==> config.mk <==
export PLATFORM = sky130hd
export DESIGN_NAME = ysyx_25030085_ifu_fetch
export DESIGN_NICKNAME = d
export VERILOG_FILES = /design/src/rtl/ysyx_25030085_pkg.sv /design/src/rtl/ysyx_25030085_pc_reg.sv /design/src/rtl/ysyx_25030085_ifu_fetch.sv
export SDC_FILE = /design/constraint.sdc
export NUM_CORES = 1
export LEC_CHECK = 0
export ABC_AREA = 1
export BUFFER_PORTS_ARGS = -buffer_cell sky130_fd_sc_hd__buf_2
export CORE_ASPECT_RATIO = 1.75
export CORE_UTILIZATION = 44
export CTS_BUF_LIST = sky130_fd_sc_hd__clkbuf_4 sky130_fd_sc_hd__clkbuf_8
export DETAILED_ROUTE_END_ITERATION = 10
export HOLD_SLACK_MARGIN = 0.08
export PLACE_DENSITY = 0.82
export SLEW_MARGIN = 20
export SYNTH_ARGS = -nofsm -noshare
export SYNTH_HDL_FRONTEND = slang
export SYNTH_SLANG_ARGS = --single-unit
==> constraint.sdc <==
create_clock -name clk -period 1.91 [get_ports clk]
set_clock_uncertainty 0.2 [all_clocks]
set_input_delay 0.2865 -clock clk [delete_from_list [all_inputs] [get_ports clk]]
set_output_delay 0.2865 -clock clk [all_outputs]
set_load 0.02 [all_outputs]
==> src/rtl/ysyx_25030085_pkg.sv <==
// Shared constants and types for the ysyx_25030085 core frontend and decode.
package ysyx_25030085_pkg;

    localparam int unsigned XLEN     = 32;
    localparam logic [31:0] RESET_PC = 32'h8000_0000;
    localparam logic [31:0] NOP_INST = 32'h0000_0013;

    // Fetch FSM encoding (3-bit)
    typedef enum logic [2:0] {
        FS_REQ      = 3'd0,
        FS_WAIT_RSP = 3'd1,
        FS_HOLD     = 3'd2,
        FS_WAIT_NPC = 3'd3,
        FS_ERR      = 3'd4
    } fetch_state_e;

    // RV32I major opcodes used by decode
    localparam logic [6:0] OPC_LUI    = 7'b0110111;
    localparam logic [6:0] OPC_AUIPC  = 7'b0010111;
    localparam logic [6:0] OPC_JAL    = 7'b1101111;
    localparam logic [6:0] OPC_JALR   = 7'b1100111;
    localparam logic [6:0] OPC_BRANCH = 7'b1100011;
    localparam logic [6:0] OPC_LOAD   = 7'b0000011;
    localparam logic [6:0] OPC_STORE  = 7'b0100011;
    localparam logic [6:0] OPC_OP_IMM = 7'b0010011;
    localparam logic [6:0] OPC_OP     = 7'b0110011;
    localparam logic [6:0] OPC_SYSTEM = 7'b1110011;

    // Word alignment test for instruction addresses
    function automatic logic is_word_aligned(input logic [XLEN-1:0] addr);
        return (addr[1:0] == 2'b00);
    endfunction

endpackage

==> src/rtl/ysyx_25030085_pc_reg.sv <==
// Program counter register with load enable and reset value; reusable by a pipelined frontend.
module ysyx_25030085_pc_reg #(
    parameter int unsigned     W       = 32,
    parameter logic [W-1:0]    RST_VAL = '0
) (
    input  logic         clk,
    input  logic         rst,
    input  logic         en_i,
    input  logic [W-1:0] din_i,
    output logic [W-1:0] q_o
);

    logic [W-1:0] pc_q;

    // Load on enable, synchronous reset to RST_VAL
    always_ff @(posedge clk) begin
        if (rst) begin
            pc_q <= RST_VAL;
        end else if (en_i) begin
            pc_q <= din_i;
        end
    end

    assign q_o = pc_q;

endmodule

==> src/rtl/ysyx_25030085_ifu_fetch.sv <==
// Non-pipelined instruction fetch: one request per step, waits for the next PC from execute.
module ysyx_25030085_ifu_fetch #(
    parameter logic [31:0] RESET_PC  = ysyx_25030085_pkg::RESET_PC,
    parameter bit          ALIGN_CHK = 1'b1
) (
    input  logic        clk,
    input  logic        rst,
    output logic        imem_req_valid,
    input  logic        imem_req_ready,
    output logic [31:0] imem_req_addr,
    input  logic        imem_rsp_valid,
    input  logic [31:0] imem_rsp_data,
    input  logic        imem_rsp_err,
    output logic        inst_valid,
    input  logic        inst_ready,
    output logic [31:0] inst,
    output logic [31:0] pc,
    output logic        fetch_err,
    input  logic        npc_valid,
    input  logic [31:0] npc
);

    import ysyx_25030085_pkg::*;

    fetch_state_e state_q, state_d;
    logic [31:0]  inst_q, inst_d;
    logic [31:0]  pc_q;
    logic         pc_en;

    ysyx_25030085_pc_reg #(
        .W       (32),
        .RST_VAL (RESET_PC)
    ) u_pc_reg (
        .clk   (clk),
        .rst   (rst),
        .en_i  (pc_en),
        .din_i (npc),
        .q_o   (pc_q)
    );

    // State and instruction registers
    always_ff @(posedge clk) begin
        if (rst) begin
            state_q <= FS_REQ;
            inst_q  <= NOP_INST;
        end else begin
            state_q <= state_d;
            inst_q  <= inst_d;
        end
    end

    // Next-state logic; outputs decode from state and registered pc only
    always_comb begin
        state_d        = state_q;
        inst_d         = inst_q;
        pc_en          = 1'b0;
        imem_req_valid = 1'b0;
        inst_valid     = 1'b0;
        fetch_err      = 1'b0;
        unique case (state_q)
            FS_REQ: begin
                if (ALIGN_CHK && !is_word_aligned(pc_q)) begin
                    state_d = FS_ERR;
                end else begin
                    imem_req_valid = 1'b1;
                    if (imem_req_ready) begin
                        state_d = FS_WAIT_RSP;
                    end
                end
            end
            FS_WAIT_RSP: begin
                if (imem_rsp_valid) begin
                    if (imem_rsp_err) begin
                        state_d = FS_ERR;
                    end else begin
                        inst_d  = imem_rsp_data;
                        state_d = FS_HOLD;
                    end
                end
            end
            FS_HOLD: begin
                inst_valid = 1'b1;
                if (inst_ready) begin
                    state_d = FS_WAIT_NPC;
                end
            end
            FS_WAIT_NPC: begin
                if (npc_valid) begin
                    pc_en   = 1'b1;
                    state_d = FS_REQ;
                end
            end
            FS_ERR: begin
                fetch_err = 1'b1;
            end
            default: begin
                state_d = FS_ERR;
            end
        endcase
    end

    assign imem_req_addr = pc_q;
    assign pc            = pc_q;
    assign inst          = inst_q;

endmodule

==> flow_summary.ini <==
[clocking]
cts.clk_slew.worst_paths_ns = 0.07
cts_tree = yes
clock_sinks = 67
cts_buffer_depth = 2
clk_latency_ns = 0.34
htreeDepth = 3
cts_root_buffer = clkbuf_8
cts_buffers = 9

[floorplan]
die_w_microns = 61.2
ios = 170
die_y_microns = 106
dieArea_sq_um = 6470
core_sq_um = 5880
num_rows = 37
initial_core_util_pct = 45.9

[drt]
drtIter0Drc = 150
drt-total-wl_microns = 8570
drc_errors = 0
detail-route-antenna-nets = 0
dr.pass1.iters = 4
wl_per_cell_microns = 13.5
viasPerCell = 4.78
vias = 3044

[critical_path]
critical_path_class = reg -> out
crit_required_ns = 1.42
start_kind = register
cp.arrival_ns = 1.30
crit_fanout = 6
critPathCaptureType = output pin

[logic_synthesis]
ys_seq_area_share_pct = 49.7
synth_edf_count = 0
ys_ff_latch = 67
synth_area_leaders = dfxtp_1 50%, nand2_1 10%, buf_4 9.7%
avgSynthCellArea_sq_um = 7.61
synth_top_area_cell = dfxtp_1
syn_inst = 355
yosysUniqueCellTypes = 21
netlist_area_sq_um = 2700
ys_warn_count = 0
synthesis.nets = 426
synth_most_common_cell = nand2_1
yosys.area.top_type_share_pct = 49.7
async_reset_ff_share_pct = 0
synth_common_cells = 75 x nand2_1, 67 x dfxtp_1, 65 x nor2_1
synthFlopType = dfxtp_1

[placement]
portBuffers = 169
gp_congestion = 0.825
placedCellCount = 557
post-dp-hpwl_microns = 4700
pre_cts_ws_ns = 0.272

[status]
status = finished, final reports clean

[grt]
grt_pass1_wl_microns = 13100
grt_pass1_vias = 2992
grt_use_total_pct = 27.5
grt_max_degree = 37
antenna_found_initial = 0
globalRoute.totalOverflow = 0

[timing]
setup_viol = 0
rsz0062_at_grt = false
fin_crit_sh_pct = 93.5
post-route-min-period_ns = 1.79
fmax_mhz = 560
hold_viol = 0
drv_slew = 0
max_slew_margin_pct = 66.2
worstMarginPinSlew_ns = 0.506
tns_ns = 0
fin_ws_ns = 0.124

[hold_path]
worst_hold_path_type = in -> reg

[power]
power_density_nw_per_um2 = 959
power_w = 0.00401
p_leak_nw = 2.08
vdd_drop_max_uv = 619

[run]
max_cap_viol_count = 0

[cells_and_area]
final_nets = 625
final_cells = 637
n_antenna_cell = 0
syn2layout_area_growth_pct = 54.8
drive_gt1_share_pct = 35.4
[worst max-delay path, cell delays in order (launching register included)]
cell and delay (ns):
dfxtp_1 0.42, inv_1 0.14, nand3_1 0.15, inv_1 0.08, buf_2 0.16
[worst paths after layout]
| check | from | end | slack (ns) | depth (start not counted) |
|---|---|---|---|---|
| setup / recovery | state_q[2] | inst_valid | 0.12 | 4 |
| hold / removal | imem_rsp_err | state_q[2] | 0.13 | 5 |
| setup reg to reg | state_q[1] | u_pc_reg.q_o[19] | 0.23 | 6 |
| hold reg to reg | u_pc_reg.q_o[15] | u_pc_reg.q_o[15] | 0.28 | 2 |
[routing by layer]
layer / global-route usage [%] / share of wire (%) / vias to the layer above / wire length [microns]
li1: - / - / 1490 / -
met1: 27.0 / 36 / 1398 / 3060
met2: 49.7 / 55 / 137 / 4720
met3: 6.01 / 6.4 / 19 / 548
met4: 15.4 / 2.9 / 0 / 245
met5: 0 / 0 / - / 0
[power by group]
part	internal (W)	total [W]	switching, W
clock network	0.000646	0.00117	0.000520
registers	0.00154	0.00165	0.000107
logic	0.000457	0.00119	0.000737
total	0.00264	0.00401	0.00136
[registers in the layout, summed over array words and instances, names as in the netlist]
signal and cells:
inst 32, state_q 3, u_pc_reg.q_o 32
[kinds of logic (layout without fill, tap and decap cells)]
group	after synthesis	count (layout)	share of synthesized area, %
AOI/OAI and AO/OA	66	66	12.2
buffers and inverters	65	269	14.9
DFF	67	67	49.7
and+or+nand+nor	157	157	23.2
[per-stage QoR]
step | util [%] | instance area, sq um | hold slack, ns
final | 71.1 | 4180 | 0.126
after detailed placement | 56.7 | 3340 | 0.254
after floorplan | - | 2700 | 0.156
after global routing | 71.1 | 4180 | 0.181
after CTS | 71.0 | 4170 | 0.119
after global placement | 56.7 | 3340 | 0.250
[layout make-up]
cell class / count / area (sq um)
Multi-Input combinational cell: 223 / 961
Tap cell: 78 / 97.6
Inverter: 15 / 57.6
Sequential cell: 67 / 1340
Clock inverter: 5 / 52.6
Fill cell: 452 / 1700
Clock buffer: 11 / 145
Timing Repair Buffer: 238 / 1520
[placed cells by master (no fill, tap or decap), types with 2 or more instances in the layout]
cell	count
a21oi_1	35
buf_2	169
buf_4	5
clkbuf_8	10
clkinv_2	4
dfxtp_1	67
dlygate4sd3_1	64
inv_1	12
inv_2	2
nand2_1	75
nand3_1	10
nand4_1	2
nor2_1	65
nor3_2	2
o21ai_0	31
[timing repair]
item                       4_1_cts  5_1_grt
buffers inserted                 0        0
gates resized for setup          0        1
hold buffers                    64        0
hold endpoints to repair        64        0
setup endpoints to repair        0        1
Power figures use the tool's default switching activity.
